$ cat src/rtl/lcd_signal_gen.sv
// DMG-style LCD panel transmitter: turns a 2-bit pixel stream into cpg/cp/cpl/fr/st/s/ld panel signals.
// Every output is a flop; the h/v counters describe the line position that the next posedge drives.
module lcd_signal_gen #(
   parameter int H_ACTIVE    = 160,
   parameter int V_ACTIVE    = 144,
   parameter int V_TOTAL     = 154,
   parameter int LINE_CYCLES = 456,
   parameter int CPL_WIDTH   = 2
) (
   input  logic       clk,
   input  logic       reset,
   input  logic       enable,
   input  logic       pix_valid,
   input  logic [1:0] pix_data,
   output logic       pix_ready,
   output logic       cpg,
   output logic       cp,
   output logic       cpl,
   output logic       fr,
   output logic       st,
   output logic       s,
   output logic       ld0,
   output logic       ld1,
   output logic       underrun
);

   localparam int HW = $clog2(LINE_CYCLES);
   localparam int VW = $clog2(V_TOTAL);
   localparam int SW = $clog2(CPL_WIDTH + 1);

   localparam logic [HW-1:0] H_ZERO      = '0;
   localparam logic [HW-1:0] H_ONE       = HW'(1);
   localparam logic [HW-1:0] H_TWO       = HW'(2);
   localparam logic [HW-1:0] H_LAST      = HW'(LINE_CYCLES - 1);
   localparam logic [HW-1:0] H_CP_LAST   = HW'(2 * H_ACTIVE - 2);
   localparam logic [HW-1:0] H_RDY_LAST  = HW'(2 * H_ACTIVE - 1);
   localparam logic [HW-1:0] H_PIX_LAST  = HW'(2 * H_ACTIVE);
   localparam logic [HW-1:0] H_CPL_FIRST = HW'(2 * H_ACTIVE + 1);
   localparam logic [HW-1:0] H_CPL_LAST  = HW'(2 * H_ACTIVE + CPL_WIDTH);
   localparam logic [HW-1:0] H_FR        = HW'(2 * H_ACTIVE + CPL_WIDTH + 1);
   localparam logic [VW-1:0] V_ZERO      = '0;
   localparam logic [VW-1:0] V_LAST      = VW'(V_TOTAL - 1);
   localparam logic [VW-1:0] V_ACT       = VW'(V_ACTIVE);
   localparam logic [SW-1:0] SD_LAST     = SW'(CPL_WIDTH - 1);

   typedef enum logic [1:0] {ST_OFF, ST_ACTIVE, ST_SHUTDOWN} state_t;

   state_t        state_q, state_d;
   logic [HW-1:0] h_q, h_d;
   logic [VW-1:0] v_q, v_d;
   logic [SW-1:0] sd_cnt_q, sd_cnt_d;
   logic          cpg_q, cpg_d, cp_q, cp_d, cpl_q, cpl_d, fr_q, fr_d;
   logic          st_q, st_d, s_q, s_d, pix_ready_q, pix_ready_d;
   logic          underrun_q, underrun_d;
   logic [1:0]    ld_q, ld_d;
   logic          line_act;
   logic          pix_slot;

   always_ff @(posedge clk or posedge reset) begin
      if (reset) begin
         state_q     <= ST_OFF;
         h_q         <= '0;
         v_q         <= '0;
         sd_cnt_q    <= '0;
         cpg_q       <= 1'b0;
         cp_q        <= 1'b0;
         cpl_q       <= 1'b0;
         fr_q        <= 1'b0;
         st_q        <= 1'b0;
         s_q         <= 1'b0;
         pix_ready_q <= 1'b0;
         underrun_q  <= 1'b0;
         ld_q        <= 2'b00;
      end else begin
         state_q     <= state_d;
         h_q         <= h_d;
         v_q         <= v_d;
         sd_cnt_q    <= sd_cnt_d;
         cpg_q       <= cpg_d;
         cp_q        <= cp_d;
         cpl_q       <= cpl_d;
         fr_q        <= fr_d;
         st_q        <= st_d;
         s_q         <= s_d;
         pix_ready_q <= pix_ready_d;
         underrun_q  <= underrun_d;
         ld_q        <= ld_d;
      end
   end

   // Turn-on starts in the last (blank) line so the receiver sees one full latch before line 0.
   always_comb begin
      state_d  = state_q;
      h_d      = h_q;
      v_d      = v_q;
      sd_cnt_d = '0;
      case (state_q)
         ST_OFF: begin
            h_d = '0;
            v_d = '0;
            if (enable) begin
               state_d = ST_ACTIVE;
               v_d     = V_LAST;
            end
         end
         ST_ACTIVE: begin
            if (!enable) begin
               state_d = ST_SHUTDOWN;
               h_d     = '0;
               v_d     = '0;
            end else if (h_q == H_LAST) begin
               h_d = '0;
               v_d = (v_q == V_LAST) ? V_ZERO : v_q + VW'(1);
            end else begin
               h_d = h_q + HW'(1);
            end
         end
         ST_SHUTDOWN: begin
            sd_cnt_d = sd_cnt_q + SW'(1);
            if (sd_cnt_q == SD_LAST) state_d = ST_OFF;
         end
         default: state_d = ST_OFF;
      endcase
   end

   assign line_act = (v_q < V_ACT);
   assign pix_slot = ~h_q[0] && (h_q >= H_TWO) && (h_q <= H_PIX_LAST);

   // A pixel whose handshake lands on the enable-drop edge is consumed but replaced by the off state.
   always_comb begin
      cpg_d       = 1'b0;
      cp_d        = 1'b0;
      cpl_d       = 1'b0;
      fr_d        = 1'b0;
      st_d        = 1'b0;
      s_d         = 1'b0;
      pix_ready_d = 1'b0;
      ld_d        = 2'b00;
      underrun_d  = underrun_q | (pix_ready_q & ~pix_valid);
      case (state_q)
         ST_ACTIVE: begin
            fr_d = fr_q;
            if (enable) begin
               cpg_d       = 1'b1;
               st_d        = (h_q <= H_ONE);
               cp_d        = (h_q == H_ZERO) || (~h_q[0] && (h_q >= H_TWO) && (h_q <= H_CP_LAST));
               cpl_d       = (h_q >= H_CPL_FIRST) && (h_q <= H_CPL_LAST);
               fr_d        = fr_q ^ (h_q == H_FR);
               s_d         = (v_q == V_ZERO);
               pix_ready_d = line_act && h_q[0] && (h_q <= H_RDY_LAST);
               if (!line_act)     ld_d = 2'b00;
               else if (pix_slot) ld_d = pix_valid ? pix_data : 2'b00;
               else               ld_d = ld_q;
            end
         end
         ST_SHUTDOWN: begin
            cpl_d = 1'b1;
            fr_d  = fr_q;
         end
         default: ;
      endcase
   end

   assign pix_ready = pix_ready_q;
   assign cpg       = cpg_q;
   assign cp        = cp_q;
   assign cpl       = cpl_q;
   assign fr        = fr_q;
   assign st        = st_q;
   assign s         = s_q;
   assign ld0       = ld_q[0];
   assign ld1       = ld_q[1];
   assign underrun  = underrun_q;

endmodule
$ cat config.mk
export PLATFORM = sky130hd
export DESIGN_NAME = lcd_signal_gen
export DESIGN_NICKNAME = d
export VERILOG_FILES = /design/src/rtl/lcd_signal_gen.sv
export SDC_FILE = /design/constraint.sdc
export NUM_CORES = 1
export LEC_CHECK = 0
export CORE_UTILIZATION = 57
export DETAILED_ROUTE_END_ITERATION = 12
export GPL_ROUTABILITY_DRIVEN = 0
export GPL_TIMING_DRIVEN = 0
export PLACE_DENSITY = 0.79
export SLEW_MARGIN = 5
export SYNTH_ARGS = -nofsm -noshare
export SYNTH_HDL_FRONTEND = slang
export SYNTH_SLANG_ARGS = --single-unit
$ cat constraint.sdc
create_clock -name clk -period 2.3 [get_ports clk]
set_input_delay 0.575 -clock clk [delete_from_list [all_inputs] [get_ports clk]]
set_output_delay 0.575 -clock clk [all_outputs]
set_load 0.05 [all_outputs]
==> results of run 1 <==
-- area by class of cell --
| cell class | instances | area share, % |
|---|---|---|
| clock buffer | 8 | 3.26 |
| tap | 44 | 2.61 |
| timing repair buffer | 15 | 7.11 |
| inverter | 13 | 2.31 |
| multi-input combinational | 147 | 46.8 |
| buffer | 6 | 1.19 |
| sequential | 31 | 36.8 |
-- through the flow --
stage | area, µm² | utilization [%] | worst slack (ns) | cells | setup TNS (ns)
after floorplan | 1840 | - | 0.476 | 197 | 0
after global placement | 2040 | 66.9 | -0.00114 | 256 | -0.00114
after detailed placement | 2040 | 66.9 | -0.0337 | 256 | -0.0337
after CTS | 2110 | 69.1 | 0.163 | 264 | 0
after global routing | 2110 | 69.1 | 0.112 | 264 | 0
final | 2110 | 69.1 | 0.185 | 264 | 0
-- flip-flops by register name (all words and copies together), names as in the netlist --
register,cells
ld_q,2
underrun,1
h_q,9
s,1
sd_cnt_q,2
v_q,8
cpg,1
fr,1
cp,1
state_q,2
pix_ready,1
cpl,1
st,1
-- cells in the final DEF, fill, tap and decap left out, drive strengths merged, types with 3 or more instances in the layout --
cell,count
a211oi,3
a21oi,11
a31oi,5
and4,3
clkbuf,12
clkdlybuf4s50,15
dfrtp,31
ha,10
inv,12
mux2i,5
nand2,25
nand3,6
nand4,5
nor2,8
nor2b,5
nor3,7
o21a,3
o21ai,17
or2,3
or3,3
-- report_power, final --
part	switching, µW	leakage (µW)	internal (µW)	total [µW]
Combinational	580	0.000459	343	923
Clock	198	0.0000386	180	378
Sequential	120	0.000419	653	773
-- kinds of logic after synthesis --
kind of cell	count (synthesis)	share of synthesized area, %
simple gates	77	23.6
compound gates	54	20.1
flops	31	42.2
buf+inv	19	4.02
fa+ha+maj	10	6.81
mux	5	2.72
xor+xnor	1	0.477
-- final timing paths --
check / slack, ns / endpoint / from / cells after the start
min in group asynchronous: 0.68 / v_q[0]$_DFFE_PP0P_ / reset / 2
max in group asynchronous: 1.13 / v_q[7]$_DFFE_PP0P_ / reset / 2
setup / recovery: 0.18 / fr / fr$_DFFE_PP0P_ / 1
hold / removal: 0.45 / sd_cnt_q[0]$_DFF_PP0_ / sd_cnt_q[0]$_DFF_PP0_ / 1
hold reg to reg: 0.45 / sd_cnt_q[0]$_DFF_PP0_ / sd_cnt_q[0]$_DFF_PP0_ / 1
setup reg to reg: 0.26 / v_q[6]$_DFFE_PP0P_ / h_q[0]$_DFFE_PP0P_ / 5
-- routing by layer --
| metal | routed length, µm | vias up | GRT usage [%] |
|---|---|---|---|
| li1 | - | 764 | - |
| met3 | 170 | 6 | 4.84 |
| met4 | 48 | 0 | 10.5 |
| met2 | 1980 | 45 | 42.4 |
| met1 | 1810 | 764 | 33.6 |
| met5 | 0 | - | 0 |
==> results.yml, run 1 <==
floorplanning:
  dieHeight_um: 58.8
  io_pins: 16
  core.rowCount: 20
  die_width_um: 58.8
  core_area_um2: 3050
  initial_core_util_pct: 60.2
  die_area_um2: 3450
power:
  p_leak_uw: 0.000917
  power.total_uw: 2070
  p_per_area_nw_per_um2: 983
  ir_drop_uv: 657
synth:
  ys_seq_area_share_pct: 42.2
  synth_commonest_cells: "31 x dfrtp_1, 24 x nand2_1, 15 x o21ai_0, 13 x inv_1"
  ys_top_cells_by_area: "dfrtp_1 42%, ha_1 6.8%, nand2_1 4.9%, o21ai_0 4.1%, a21oi_1 2.7%"
  synth_edf_count: 0
  synth_flop_cell: "dfrtp_1"
  synth_most_common_cell: "dfrtp_1"
  syn_area_per_cell_um2: 9.32
  yosys.area.top_type: "dfrtp_1"
  syn_nets: 213
  ys_ff_latch: 31
  yosys_warnings: 0
  synthCells: 197
  yosysUniqueCellTypes: 46
  synth_area_um2: 1840
  yosysTopAreaCellShare_pct: 42.2
  synthArstFlopShare_pct: 100
flow_run:
  cap_violations: 0
layout:
  multiInputGateArea_um2: 987
  drive_gt1_share_pct: 9.09
  fillCellCount: 252
  regArea_um2: 776
  finalNetCount: 235
  synthToLayoutAreaGrowth_pct: 14.9
  insertedDiodeCount: 0
route:
  vias: 1579
  drtIter0Drc: 63
  wl_per_cell_um: 15.2
  drt_pass1_iterations: 4
  routed_via_density: 5.98
  totalWireLength_um: 4000
  drc: 0
  ant_nets: 0
critical_path:
  path_buf_inv: 1
  slowest_stage: "clkdlybuf4s50_1"
  critical-path-top-delay-family: "buffers and inverters"
  cp.arrival_ns: 1.54
  worstPathMaxFanout: 4
  worstSetupPathType: "reg2out"
  cp_cell_sequence: "clkdlybuf4s50_1"
  slowest_delay_ns: 0.81
  start_kind: "flop"
  worst_setup_path_end_kind: "output pin"
  required_ns: 1.73
timing:
  period_needed_ns: 2.12
  period_share_pct: 92.0
  max_slew_margin_pct: 27.3
  setup_viol: 0
  skew_ns: 0.00918
  worst_pin_slew_ns: 1.08
  hold_violations: 0
  fmax_mhz: 473
  rsz0062_at_grt: "false"
  maxSlewViolCount: 0
  whs_ns: 0.447
placement:
  port_buffers: 15
  dp_hpwl_um: 2790
global_route:
  antenna_found_initial: 0
  gr-total-overflow: 0
  grt_pass1_vias: 1441
  grtUsageTotal_pct: 25.8
  grt_max_degree: 32
  grt_pass1_wl_um: 6640
worst_hold_path:
  hold_path_class: "reg2reg"
clock_network:
  numCtsBuffers: 5
  cts_resized: 0
  clkTransAtPathRegs_ns: 0.09
  insertion_delay_ns: 0.34
  cts_post_setup_buffers_inserted: 0
  cts_tree: "yes"
  h-tree-depth: 2
  cts_sinks: 31
  postCtsHoldBufs: 0
  cts-root-buf: "clkbuf_4"
  clk_path_buf_depth: 2
run_status:
  status: "finished, final reports clean"
Power figures use the tool's default switching activity.
==> inputs of run 2 (changes only) <==
--- a/config.mk
+++ b/config.mk
@@ -5,11 +5,12 @@
 export SDC_FILE = /design/constraint.sdc
 export NUM_CORES = 1
 export LEC_CHECK = 0
-export CORE_UTILIZATION = 57
+export CORE_UTILIZATION = 59
+export CTS_BUF_LIST = sky130_fd_sc_hd__clkbuf_4 sky130_fd_sc_hd__clkbuf_8
 export DETAILED_ROUTE_END_ITERATION = 12
 export GPL_ROUTABILITY_DRIVEN = 0
 export GPL_TIMING_DRIVEN = 0
-export PLACE_DENSITY = 0.79
+export PLACE_DENSITY = 0.81
 export SLEW_MARGIN = 5
 export SYNTH_ARGS = -nofsm -noshare
 export SYNTH_HDL_FRONTEND = slang
==> run 2 against run 1 <==
Against the previous run:
- the run now ends with DRC left
- power grew 0.31%
- hold slack lost 0.0036 ns
- utilization grew 4.4 points
- clock skew grew 0.0044 ns
- routed wire length shrank 1.1%
- global-route usage shrank 0.21 points
- non-clock buffer count is the same
- final area shrank 0.59%
- critical endpoint unchanged
- combinational power is essentially flat
- clock-buffer cell count is the same
==> results.yml, run 2 (synthesis results as in run 1) <==
run_status:
  status: "finished, violations left"
  violations: "DRC"
timing:
  period_share_pct: 91.5
  rsz0062_at_grt: "false"
  setup_viol: 0
  fin_setup_tns_ns: 0
  worst_pin_slew_ns: 1.15
  skew_ns: 0.0135
  fmax_mhz: 475
  period_needed_ns: 2.10
  maxSlewViolCount: 0
  max_slew_margin_pct: 23.1
  whs_ns: 0.443
  hold_violations: 0
layout:
  final_cell_mix: "31 x dfrtp_1, 24 x nand2_1, 15 x o21ai_0, 15 x clkdlybuf4s50_1, 12 x inv_1"
  synthToLayoutAreaGrowth_pct: 14.2
  largest_register: "h_q"
  insertedDiodeCount: 0
  fin_area_um2: 2100
  largest_reg_flops: 9
  drive_gt1_share_pct: 9.55
  fin_util_pct: 73.6
  finalNetCount: 235
  reg.largest.list: "h_q (9), v_q (8)"
  fillCellCount: 207
  final_common_cell: "dfrtp_1"
worst_hold_path:
  hold_path_class: "reg2reg"
  worstHoldPathCells: 1
  hp-start: "sd_cnt_q[0]$_DFF_PP0_"
  min_to: "sd_cnt_q[0]$_DFF_PP0_"
clock_network:
  insertion_delay_ns: 0.34
  h-tree-depth: 2
  cts_tree: "yes"
  cts_post_setup_buffers_inserted: 0
  clkTransAtPathRegs_ns: 0.09
  cts_resized: 0
  cts_sinks: 31
  postCtsHoldBufs: 0
  cts-root-buf: "clkbuf_4"
  clk_path_buf_depth: 2
  numCtsBuffers: 5
critical_path:
  slowest_stage: "clkdlybuf4s50_1"
  path_buf_inv: 1
  worst_setup_path_end_kind: "output pin"
  r2r_cells: 5
  slowest_delay_ns: 0.81
  r2r_slack_ns: 0.29
  worstPathMaxFanout: 4
  r2r-end: "h_q[5]$_DFFE_PP0P_"
  critical-path-top-delay-family: "buffers and inverters"
  cp_cell_sequence: "clkdlybuf4s50_1"
  cp.arrival_ns: 1.53
  worstSetupPathType: "reg2out"
  required_ns: 1.73
  r2r_start: "h_q[0]$_DFFE_PP0P_"
  start_kind: "flop"
power:
  p_per_area_nw_per_um2: 992
  p_leak_uw: 0.000920
  ir_drop_uv: 678
  power.total_uw: 2080
route:
  vias: 1574
  drtIter0Drc: 112
  drc: 1
  wl_per_cell_um: 15.8
  ant_nets: 0
  drt_pass1_iterations: 8
  totalWireLength_um: 3960
  routed_via_density: 6.27
global_route:
  gr-total-overflow: 0
  antenna_found_initial: 0
  grt_max_degree: 32
  grtUsageTotal_pct: 25.6
  grt_pass1_vias: 1450
  grt_pass1_wl_um: 6550
floorplanning:
  core.rowCount: 19
  core_area_um2: 2850
  io_pins: 16
  die_area_um2: 3340
  dieHeight_um: 57.8
  die_width_um: 57.8
  initial_core_util_pct: 64.4
placement:
  place_area_um2: 2030
  dp_hpwl_um: 2720
  port_buffers: 15
flow_run:
  cap_violations: 0
run 2: stage by stage:
step                      cells  setup WS (ns)
after floorplan             197          0.476
after global placement      243         0.0101
after detailed placement    243        -0.0110
after CTS                   251          0.171
after global routing        251          0.115
final                       251          0.196
run 2: area by class of cell:
type / instances / area (µm²) / share of cell area (%)
tap: 31 / 38.8 / 1.85
inverter: 13 / 48.8 / 2.33
multi-input combinational: 147 / 987 / 47.0
sequential: 31 / 776 / 37.0
clock buffer: 8 / 72.6 / 3.46
timing repair buffer: 15 / 150 / 7.16
buffer: 6 / 25.0 / 1.19
run 2: worst max-delay path by stage:
stage / from / to / slack, ns / depth (start not counted)
2_1_floorplan: h_q[0]$_DFFE_PP0P_ / h_q[5]$_DFFE_PP0P_ / 0.48 / 5
3_3_place_gp: enable / h_q[5]$_DFFE_PP0P_ / 0.01 / 5
3_5_place_dp: enable / h_q[5]$_DFFE_PP0P_ / -0.01 / 5
4_1_cts: fr$_DFFE_PP0P_ / fr / 0.17 / 1
5_1_grt: fr$_DFFE_PP0P_ / fr / 0.12 / 1
6_report: fr$_DFFE_PP0P_ / fr / 0.20 / 1
run 2: power by group:
group          internal (µW)  leakage [µW]  switching [µW]  total [µW]
clock                    192     0.0000420             197         389
sequential               653      0.000419             114         767
combinational            341      0.000459             584         925
total                   1190      0.000920             895        2080
run 2: metal layers:
layer | share of wire, % | track usage, %
met1 | 46 | 34.4
met2 | 47 | 40.9
met3 | 6.6 | 6.25
met4 | 0.61 | 9.18
met5 | 0 | 0
